File: config.mk
export PLATFORM = sky130hd
export DESIGN_NAME = jtag_core_shift_engine
export DESIGN_NICKNAME = d
export VERILOG_FILES = /design/src/rtl/jtag_core_shift_engine.sv
export SDC_FILE = /design/constraint.sdc
export NUM_CORES = 1
export LEC_CHECK = 0
export CAP_MARGIN = 20
export CORE_AREA = 2 2 88 153
export CTS_CLUSTER_DIAMETER = 50
export DETAILED_ROUTE_END_ITERATION = 16
export DIE_AREA = 0 0 90 155
export HOLD_SLACK_MARGIN = 0.08
export PLACE_DENSITY_LB_ADDON = 0.25
export SYNTH_ARGS = -nofsm -noshare
export SYNTH_HDL_FRONTEND = slang
export SYNTH_SLANG_ARGS = --single-unit
File: constraint.sdc
create_clock -name clk -period 5 [get_ports clk]
set_clock_uncertainty 0.15 [all_clocks]
set_input_delay 0.5 -clock clk [delete_from_list [all_inputs] [get_ports clk]]
set_output_delay 0.5 -clock clk [all_outputs]
set_load 0.01 [all_outputs]
File: src/rtl/jtag_core_shift_engine.sv
// jtag_core_shift_engine: runs one IR scan plus an optional DR scan on a
// core-side JTAG atom per request, generating TCK from clk, capturing TDO
// during Shift-DR, and falling back to Test-Logic-Reset on abort.
module jtag_core_shift_engine #(
    parameter int unsigned IR_WIDTH = 10,
    parameter int unsigned DR_WIDTH = 32,
    parameter int unsigned TCK_DIV  = 2
) (
    input  logic                          clk,
    input  logic                          i_resetn,
    input  logic                          i_start,
    input  logic                          i_abort,
    input  logic [IR_WIDTH-1:0]           i_ir_value,
    input  logic [DR_WIDTH-1:0]           i_dr_value,
    input  logic [$clog2(DR_WIDTH+1)-1:0] i_dr_len,
    input  logic                          i_tdo_core,
    output logic                          o_jtag_core_en,
    output logic                          o_tck_core,
    output logic                          o_tms_core,
    output logic                          o_tdi_core,
    output logic                          o_busy,
    output logic                          o_done,
    output logic                          o_error,
    output logic [DR_WIDTH-1:0]           o_dr_capture
);

    localparam int unsigned LEN_W    = $clog2(DR_WIDTH + 1);
    localparam int unsigned MAX_A    = (DR_WIDTH > IR_WIDTH) ? DR_WIDTH : IR_WIDTH;
    localparam int unsigned MAX_BITS = (MAX_A > 6) ? MAX_A : 6;
    localparam int unsigned IDX_W    = $clog2(MAX_BITS + 1);
    localparam int unsigned BIT_CYC  = 2 * TCK_DIV;
    localparam int unsigned CNT_W    = $clog2(BIT_CYC);

    typedef enum logic [3:0] {
        S_IDLE,
        S_RESET,
        S_IR_HDR,
        S_IR_SHIFT,
        S_IR_TAIL,
        S_DR_HDR,
        S_DR_SHIFT,
        S_DR_TAIL,
        S_ABORT,
        S_FINISH
    } state_t;

    state_t               state_q;
    logic [IDX_W-1:0]     idx_q;
    logic [CNT_W-1:0]     cnt_q;
    logic [IR_WIDTH-1:0]  ir_q;
    logic [DR_WIDTH-1:0]  dr_q;
    logic [LEN_W-1:0]     len_q;
    logic                 abort_pend_q;

    logic                 last_bit;
    logic                 abort_go;
    state_t               nxt_state;
    logic [IDX_W-1:0]     nxt_idx;
    logic                 nxt_tms;
    logic                 nxt_tdi;
    logic [IR_WIDTH-1:0]  ir_sh;
    logic [DR_WIDTH-1:0]  dr_sh;

    // Index of the final bit of each TMS segment.
    function automatic logic [IDX_W-1:0] seg_last(input state_t s, input logic [LEN_W-1:0] len);
        case (s)
            S_RESET:    seg_last = IDX_W'(5);
            S_IR_HDR:   seg_last = IDX_W'(3);
            S_IR_SHIFT: seg_last = IDX_W'(IR_WIDTH - 1);
            S_IR_TAIL:  seg_last = IDX_W'(1);
            S_DR_HDR:   seg_last = IDX_W'(2);
            S_DR_SHIFT: seg_last = IDX_W'(len) - IDX_W'(1);
            S_DR_TAIL:  seg_last = IDX_W'(1);
            S_ABORT:    seg_last = IDX_W'(4);
            default:    seg_last = '0;
        endcase
    endfunction

    // Segment that follows a completed segment.
    function automatic state_t seg_next(input state_t s, input logic [LEN_W-1:0] len);
        case (s)
            S_RESET:    seg_next = S_IR_HDR;
            S_IR_HDR:   seg_next = S_IR_SHIFT;
            S_IR_SHIFT: seg_next = S_IR_TAIL;
            S_IR_TAIL:  seg_next = (len == '0) ? S_FINISH : S_DR_HDR;
            S_DR_HDR:   seg_next = S_DR_SHIFT;
            S_DR_SHIFT: seg_next = S_DR_TAIL;
            default:    seg_next = S_FINISH;
        endcase
    endfunction

    // Decode the segment, index and TMS/TDI levels of the upcoming bit.
    always_comb begin
        last_bit  = (idx_q == seg_last(state_q, len_q));
        abort_go  = (abort_pend_q || i_abort) && (state_q != S_ABORT);
        nxt_state = state_q;
        nxt_idx   = idx_q + IDX_W'(1);
        nxt_tms   = 1'b1;
        nxt_tdi   = 1'b0;
        if (abort_go) begin
            nxt_state = S_ABORT;
            nxt_idx   = '0;
        end else if (last_bit) begin
            nxt_state = seg_next(state_q, len_q);
            nxt_idx   = '0;
        end
        ir_sh = ir_q >> nxt_idx;
        dr_sh = dr_q >> nxt_idx;
        case (nxt_state)
            S_RESET:    nxt_tms = (nxt_idx != IDX_W'(5));
            S_IR_HDR:   nxt_tms = (nxt_idx < IDX_W'(2));
            S_IR_SHIFT: begin
                nxt_tms = (nxt_idx == IDX_W'(IR_WIDTH - 1));
                nxt_tdi = ir_sh[0];
            end
            S_IR_TAIL,
            S_DR_HDR,
            S_DR_TAIL:  nxt_tms = (nxt_idx == '0);
            S_DR_SHIFT: begin
                nxt_tms = (nxt_idx == (IDX_W'(len_q) - IDX_W'(1)));
                nxt_tdi = dr_sh[0];
            end
            default:    nxt_tms = 1'b1;
        endcase
    end

    // Transaction sequencer: accept, TCK bit timing, segment stepping, capture, finish.
    always_ff @(posedge clk or negedge i_resetn) begin
        if (!i_resetn) begin
            state_q        <= S_IDLE;
            idx_q          <= '0;
            cnt_q          <= '0;
            ir_q           <= '0;
            dr_q           <= '0;
            len_q          <= '0;
            abort_pend_q   <= 1'b0;
            o_jtag_core_en <= 1'b0;
            o_tck_core     <= 1'b0;
            o_tms_core     <= 1'b1;
            o_tdi_core     <= 1'b0;
            o_busy         <= 1'b0;
            o_done         <= 1'b0;
            o_error        <= 1'b0;
            o_dr_capture   <= '0;
        end else begin
            o_done <= 1'b0;
            if (!o_busy) begin
                if (i_start) begin
                    state_q        <= S_RESET;
                    idx_q          <= '0;
                    cnt_q          <= '0;
                    ir_q           <= i_ir_value;
                    dr_q           <= i_dr_value;
                    len_q          <= (i_dr_len > LEN_W'(DR_WIDTH)) ? LEN_W'(DR_WIDTH) : i_dr_len;
                    abort_pend_q   <= 1'b0;
                    o_jtag_core_en <= 1'b1;
                    o_busy         <= 1'b1;
                    o_tck_core     <= 1'b0;
                    o_tms_core     <= 1'b1;
                    o_tdi_core     <= 1'b0;
                    o_error        <= 1'b0;
                    o_dr_capture   <= '0;
                end
            end else begin
                if (i_abort && (state_q != S_ABORT)) begin
                    abort_pend_q <= 1'b1;
                end
                if ((state_q == S_DR_SHIFT) && (cnt_q == CNT_W'(TCK_DIV))) begin
                    o_dr_capture <= o_dr_capture | (DR_WIDTH'(i_tdo_core) << idx_q);
                end
                if (cnt_q == CNT_W'(BIT_CYC - 1)) begin
                    cnt_q        <= '0;
                    o_tck_core   <= 1'b0;
                    abort_pend_q <= 1'b0;
                    if (nxt_state == S_FINISH) begin
                        state_q        <= S_IDLE;
                        idx_q          <= '0;
                        o_busy         <= 1'b0;
                        o_jtag_core_en <= 1'b0;
                        o_done         <= 1'b1;
                        o_error        <= (state_q == S_ABORT);
                        o_tdi_core     <= 1'b0;
                    end else begin
                        state_q    <= nxt_state;
                        idx_q      <= nxt_idx;
                        o_tms_core <= nxt_tms;
                        o_tdi_core <= nxt_tdi;
                    end
                end else begin
                    cnt_q      <= cnt_q + CNT_W'(1);
                    o_tck_core <= ((cnt_q + CNT_W'(1)) >= CNT_W'(TCK_DIV));
                end
            end
        end
    end

endmodule

# [Word-level counts from Yosys, hierarchy flattened]
# Cells that the tools add are included.
[totals] ff_bits=100 latch_bits=0 ramBits=0 rom_bits=0 inputBits=53 out_inout_bits=39 wordCells=119 n_memories=0
[op_classes] add_sub_neg=3 n_mul=0 div=0 magnitude_cmp=3 n_eq_ne=28 shifts=3 muxes=50 bitwise=2 reduce_logical=15
[op_table] op="$mux 32" n=3
[op_table] op="$mux 6" n=7
[op_table] op="$pmux 6 s7" n=1
[op_table] op="$eq 4x3->1 const B" n=8
[op_table] op="$or 32x32->32" n=1
[op_table] op="$shl 1x6->32" n=1
[op_table] op="$shr 32x6->1" n=1
[op_table] op="$mux 4" n=7
[op_table] op="$mux 1" n=26
[op_table] op="$pmux 4 s6" n=1
[op_table] op="$eq 4x2->1 const B" n=4
[op_table] op="$eq 6x6->1" n=2
[op_table] op="$logic_not 6->1" n=2
[op_table] op="$shr 10x6->1" n=1
[op_table] op="$eq 4x1->1 const B" n=2
[op_table] op="$eq 4x4->1 const B" n=2
[op_table] op="$reduce_and 2->1" n=4
[op_table] op="$add 6x1->6 const B" n=1
[op_table] op="$eq 6x4->1 const B" n=1
[op_table] op="$gt 6x6->1 const B" n=1
[op_table] op="$lt 6x2->1 const B" n=1
[op_table] op="$mux 2" n=3
[op_table] op="$ne 2x1->1 const B" n=3
[op_table] op="$ne 6x3->1 const B" n=1
[op_table] op="16 further kinds" n=20

# [Logic depth before layout (Yosys ltp)]
[logic_depth] ltp_word=12 depth_mapped=13 ltp_nobuf=12

# [Least setup slack after synthesis]
# No wires, ideal clock.
[synth_timing] path_type="flip-flop to flip-flop" startpoint="register len_q[0]" endpoint="register o_tdi_core" t_arrival_ns=3.489 setup_slack_ns=1.269 stages_incl_launch_ff=14 synth_period_minus_slack_ns=3.731 cell_sequence="dfrtp_1 inv_1 ha_1 nor3b_2 xnor2_1 or4b_1 mux2_2 a21oi_4 mux2_4 buf_6 mux2i_1 mux4_2 nor3b_1 o31ai_2"
[synth_via] elab_chain_cells=10 elab_cells_between_ends=19
[synth_rtl] element="from (decl)" line_no="52" source="logic [LEN_W-1:0] len_q;"
[synth_rtl] element="from (signal assigned)" line_no="154" source="len_q <= (i_dr_len > LEN_W'(DR_WIDTH)) ? LEN_W'(DR_WIDTH) : i_dr_len;"
[synth_rtl] element="$sub 6x1->6 or $logic_not 6->1 (tied branches)" line_no="72, 85"
[synth_rtl] element="$pmux 6 s7 or $mux 4 (tied branches)" line_no="66, 85"
[synth_rtl] element="$eq 6x6->1 or $pmux 4 s6 (tied branches)" line_no="94, 81"
[synth_rtl] element="$mux 6 or $mux 4 (tied branches)" line_no="103" source="end else if (last_bit) begin"
[synth_rtl] element="$mux 6 or $mux 4 (tied branches)" line_no="100" source="if (abort_go) begin"
[synth_rtl] element="$shr 32x6->1 (tied with other cells)" line_no="108" source="dr_sh = dr_q >> nxt_idx;"
[synth_rtl] element="$pmux 1 s2" line_no="109" source="case (nxt_state)"
[synth_rtl] element="$mux 1 *" line_no="175" source="if (nxt_state == S_FINISH) begin"
[synth_rtl] element="$mux 1 *" line_no="171" source="if (cnt_q == CNT_W'(BIT_CYC - 1)) begin"
[synth_rtl] element="$mux 1 *" line_no="147" source="if (!o_busy) begin"
[synth_rtl] element="to (signal assigned)" line_no="187" source="o_tdi_core <= nxt_tdi;"
[synth_rtl] element="to (decl)" line_no="20" source="output logic o_tdi_core,"
# Mark *: on every way between the ends. The rest lies on a longest branch, timed or not. The select of a mux whose other input is x is not followed.
# A chain may end at the register's enable or synchronous reset.

# [Worst setup path in the final report]
# Same ends and word-level chain as after synthesis.

==> metrics.md <==
| Metric | Value |
|---|---|
| Post-synthesis async set-or-reset flop share | 1.00 |
| TNS Setup | 0 ns |
| Synth top area cells | dfrtp_1 45%, nand2_1 12%, nor2_1 4.6%, a21oi_1 4.2%, mux2i_1 2.4% |
| Area leader, netlist | dfrtp_1 |
| CP Max Fanout | 15 |
| Core Region | around 13000 um^2 |
| Critical R2R Launch | len_q[0] |
| Vias in the first global route | ~5000 |
| Worst hold path class | flop to flop |
| ANT cells | 0 |
| Setup CP Type | flop to flop |
| Fillers | between 1000 and 1500 |
| Input/output buffers | slightly above 90 |
| Worst-case reg-to-reg path depth | 12 |
| CP startpoint kind | flop |
| Clock root buffer | clkbuf_16 |
| Hold endpoint | dr_q[21] |
| CTS Hold Bufs | 1 |
| Initial Util | 0.429 |
| Final period util | 0.845 |
| Slowest stage delay, CP | about 0.55 ns |
| Relative slew slack | 0.386 |
| Initial DRC Count | roughly 300 |
| Clk pin slew, worst setup/hold paths | about 0.07 ns |
| CTS H-Tree Depth | 3 |
| Area share of the largest cell type after synthesis | 0.447 |
| Setup Buffers After CTS | 0 |
| Via count | 4953 |
| Peak supply drop | around 290 uV |
| Seq pwr share | 0.332 |
| Primary FF master, synth | dfrtp_1 |
| TritonCTS Buffers | 9 |
| Post-DRT Antenna Nets | 0 |
| CTS resizes | 0 |
| PnR Total Power | approximately 3.8 mW |
| GRT Util Overall | 0.225 |
| Setup-failing EPs final | 0 |
| Die area | around 14000 um^2 |
| Leakage | 3.01 nW |
| Synth top cells by count | 174 x nand2_1, 98 x dfrtp_1, 67 x nor2_1 |
| RSZ-0062 raised after global routing | false |
| Critical-path top delay cell | or4b_1 |
| First-pass GRT wire length | 25.1 mm |
| Power share of the clock group | 0.179 |
| Top-count cell post-synth | nand2_1 |
| CP Data Required Time | 5.11 ns |
| Residual DRC | 0 |
| Routed wire per std cell | between 15 and 20 um |
| Synth Net Count | roughly 700 |
| Initial antenna violation count | 0 |
| CP Capture Type | flop |
| Layout cell share with drive strength beyond 1 | 0.0709 |
| Reg area | about 2500 um^2 |
| Final max-slew violation count | 0 |
| Hold depth | 2 |
| Placed cells | 873 |
| Final hold vios | 0 |
| Min Clock Period, post-route | around 4.2 ns |
| CTS tree | done |
| Mapped Area | about 5500 um^2 |
| Cell internal pwr | roughly 2.1 mW |
| Netlist cell types | just under 80 |
| # nets final | 772 |
| Largest net degree at the start of global routing | 83 |
| Worst-Margin Slew | approximately 0.9 ns |
| Layout Cells excl Fill | 890 |
| R2R Path End | o_tdi_core |
| Synth warn | 0 |
| Count of flip-flops with a built-in enable after synthesis | 0 |
| DRT Pass-1 Iters | 4 |
| Clk sinks | just under 100 |
| Total gr overflow | 0 |
| Ports | a little over 90 |
| Critical Path AT | roughly 4.3 ns |
| Placer Congestion | around 0.88 |
| Beginning of the worst hold path | dr_q[21] |
| Register area share after synthesis | 0.451 |
| Combinational share of power | 0.490 |
| Max Cap Viol | 0 |
| Area Growth Syn to Fin | 24.5% |
| Vert. Die Dim | between 150 and 200 um |
| Footprint of the multi-input gates | 2810 um^2 |
| Syn_area_per_cell | 8.57 um^2 |
| Die Width | 90 um |
| Clock Latency Late Sink | between 0.3 and 0.4 ns |
| Cell count after synthesis | 641 |
| WL final | between 15 and 20 mm |
| Reg2reg setup slack | between 0.7 and 0.8 ns |
| Sw Share | 0.446 |
| Outcome | finished, final reports clean |
| P_sw | 1.71 mW |
| PD cells | between 500 and 600 nW/um^2 |
| Via density | about 5.6 |
| Detail Placement HPWL | between 10 and 15 mm |
| Fmax | between 200 and 250 MHz |
| Worst-path cell chain | inv_1, ha_1, nor3b_2, xnor2_1, or4b_1, mux2_2, a21oi_4, mux2_4, mux2i_1, mux4_2, nor3b_1, o31ai_2 |
| Synth Register Bits | 99 |
| Row count | 55 |
| Clock buffer depth | 2 |
-- through the flow --
stage / hold WS [ns] / instance area (um^2) / util / worst slack (ns)
final: 0.324 / 6840 / 0.534 / 0.774
after CTS: 0.329 / 6840 / 0.534 / 0.798
after detailed placement: 0.310 / 6540 / 0.511 / 0.807
after floorplan: 0.0544 / 5490 / - / 1.27
after global placement: 0.304 / 6540 / 0.511 / 0.934
after global routing: 0.346 / 6840 / 0.534 / 0.544
-- power by group through the flow --
stage          registers (mW)  logic, mW  clock network (mW)
6_report                 1.27       1.87               0.684
3_3_place_gp             1.27       1.83                   0
3_5_place_dp             1.28       1.86                   0
2_1_floorplan            1.18       1.39                   0
5_1_grt                  1.30       2.09               0.729
4_1_cts                  1.27       1.87               0.696
-- cells in the final DEF (no fill, tap or decap), types with 7 or more instances in the layout --
cell type	Yosys	layout
nand2_1	174	174
dfrtp_1	98	98
clkdlybuf4s50_1	0	90
nor2_1	67	67
a21oi_1	46	46
o21ai_0	15	15
mux2i_1	13	13
nor3_1	13	13
buf_4	0	13
inv_1	10	10
nand3_1	10	10
clkbuf_16	0	9
nand3b_1	8	8
nand2b_1	7	7
a211oi_1	7	7
-- critical path, delay by kind of cell (launching register included) --
| family | cells | cell delay, ns |
|---|---|---|
| DFF | 1 | 0.48 |
| buffers and inverters | 1 | 0.12 |
| xor gates and xnor gates | 1 | 0.17 |
| muxes | 4 | 1.39 |
| and+or+nand+nor | 3 | 0.89 |
| adders and majority gates | 1 | 0.27 |
| AOI/OAI and AO/OA | 2 | 0.68 |
-- worst max-delay path by stage --
stage / to / slack, ns / start / cells after the start
after floorplan: o_tdi_core / 1.27 / len_q[0] / 13
after global placement: o_tdi_core / 0.93 / len_q[0] / 12
after detailed placement: o_tdi_core / 0.81 / len_q[0] / 12
after CTS: o_tdi_core / 0.80 / len_q[0] / 12
after global routing: o_tdi_core / 0.54 / len_q[0] / 12
final: o_tdi_core / 0.77 / len_q[0] / 12
-- registers in the layout (all words and copies together), names as in the netlist --
name	count
o_busy	1
o_tdi_core	1
o_tck_core	1
o_tms_core	1
o_dr_capture	32
o_done	1
len_q	6
dr_q	32
abort_pend_q	1
o_jtag_core_en	1
ir_q	10
o_error	1
state_q	4
idx_q	6
cnt_q	1
-- routing by layer --
metal / share of wire / vias to the layer above / track usage
met1: 0.40 / 2393 / 0.261
met3: 0.027 / 44 / 0.0266
met2: 0.53 / 124 / 0.402
met5: 0 / - / 0
li1: - / 2392 / -
met4: 0.043 / 0 / 0.121
-- final cells by class --
type	instances	share of cell area
clock buffers	9	0.0329
clock inverters	7	0.00988
inverters	10	0.00549
multi-input cells	490	0.410
flip-flops and latches	99	0.362
well taps	171	0.0313
repair buffers	104	0.147
-- cells by family (layout without fill, tap and decap cells) --
logic type / Yosys count / in the layout / share of synthesized area
compound gates: 132 / 132 / 0.167
xor+xnor: 13 / 13 / 0.0221
fa+ha+maj: 5 / 5 / 0.0114
buf+inv: 52 / 130 / 0.0390
flops: 99 / 99 / 0.451
mux: 20 / 20 / 0.0449
simple gates: 320 / 320 / 0.265
Power figures use the tool's default switching activity.
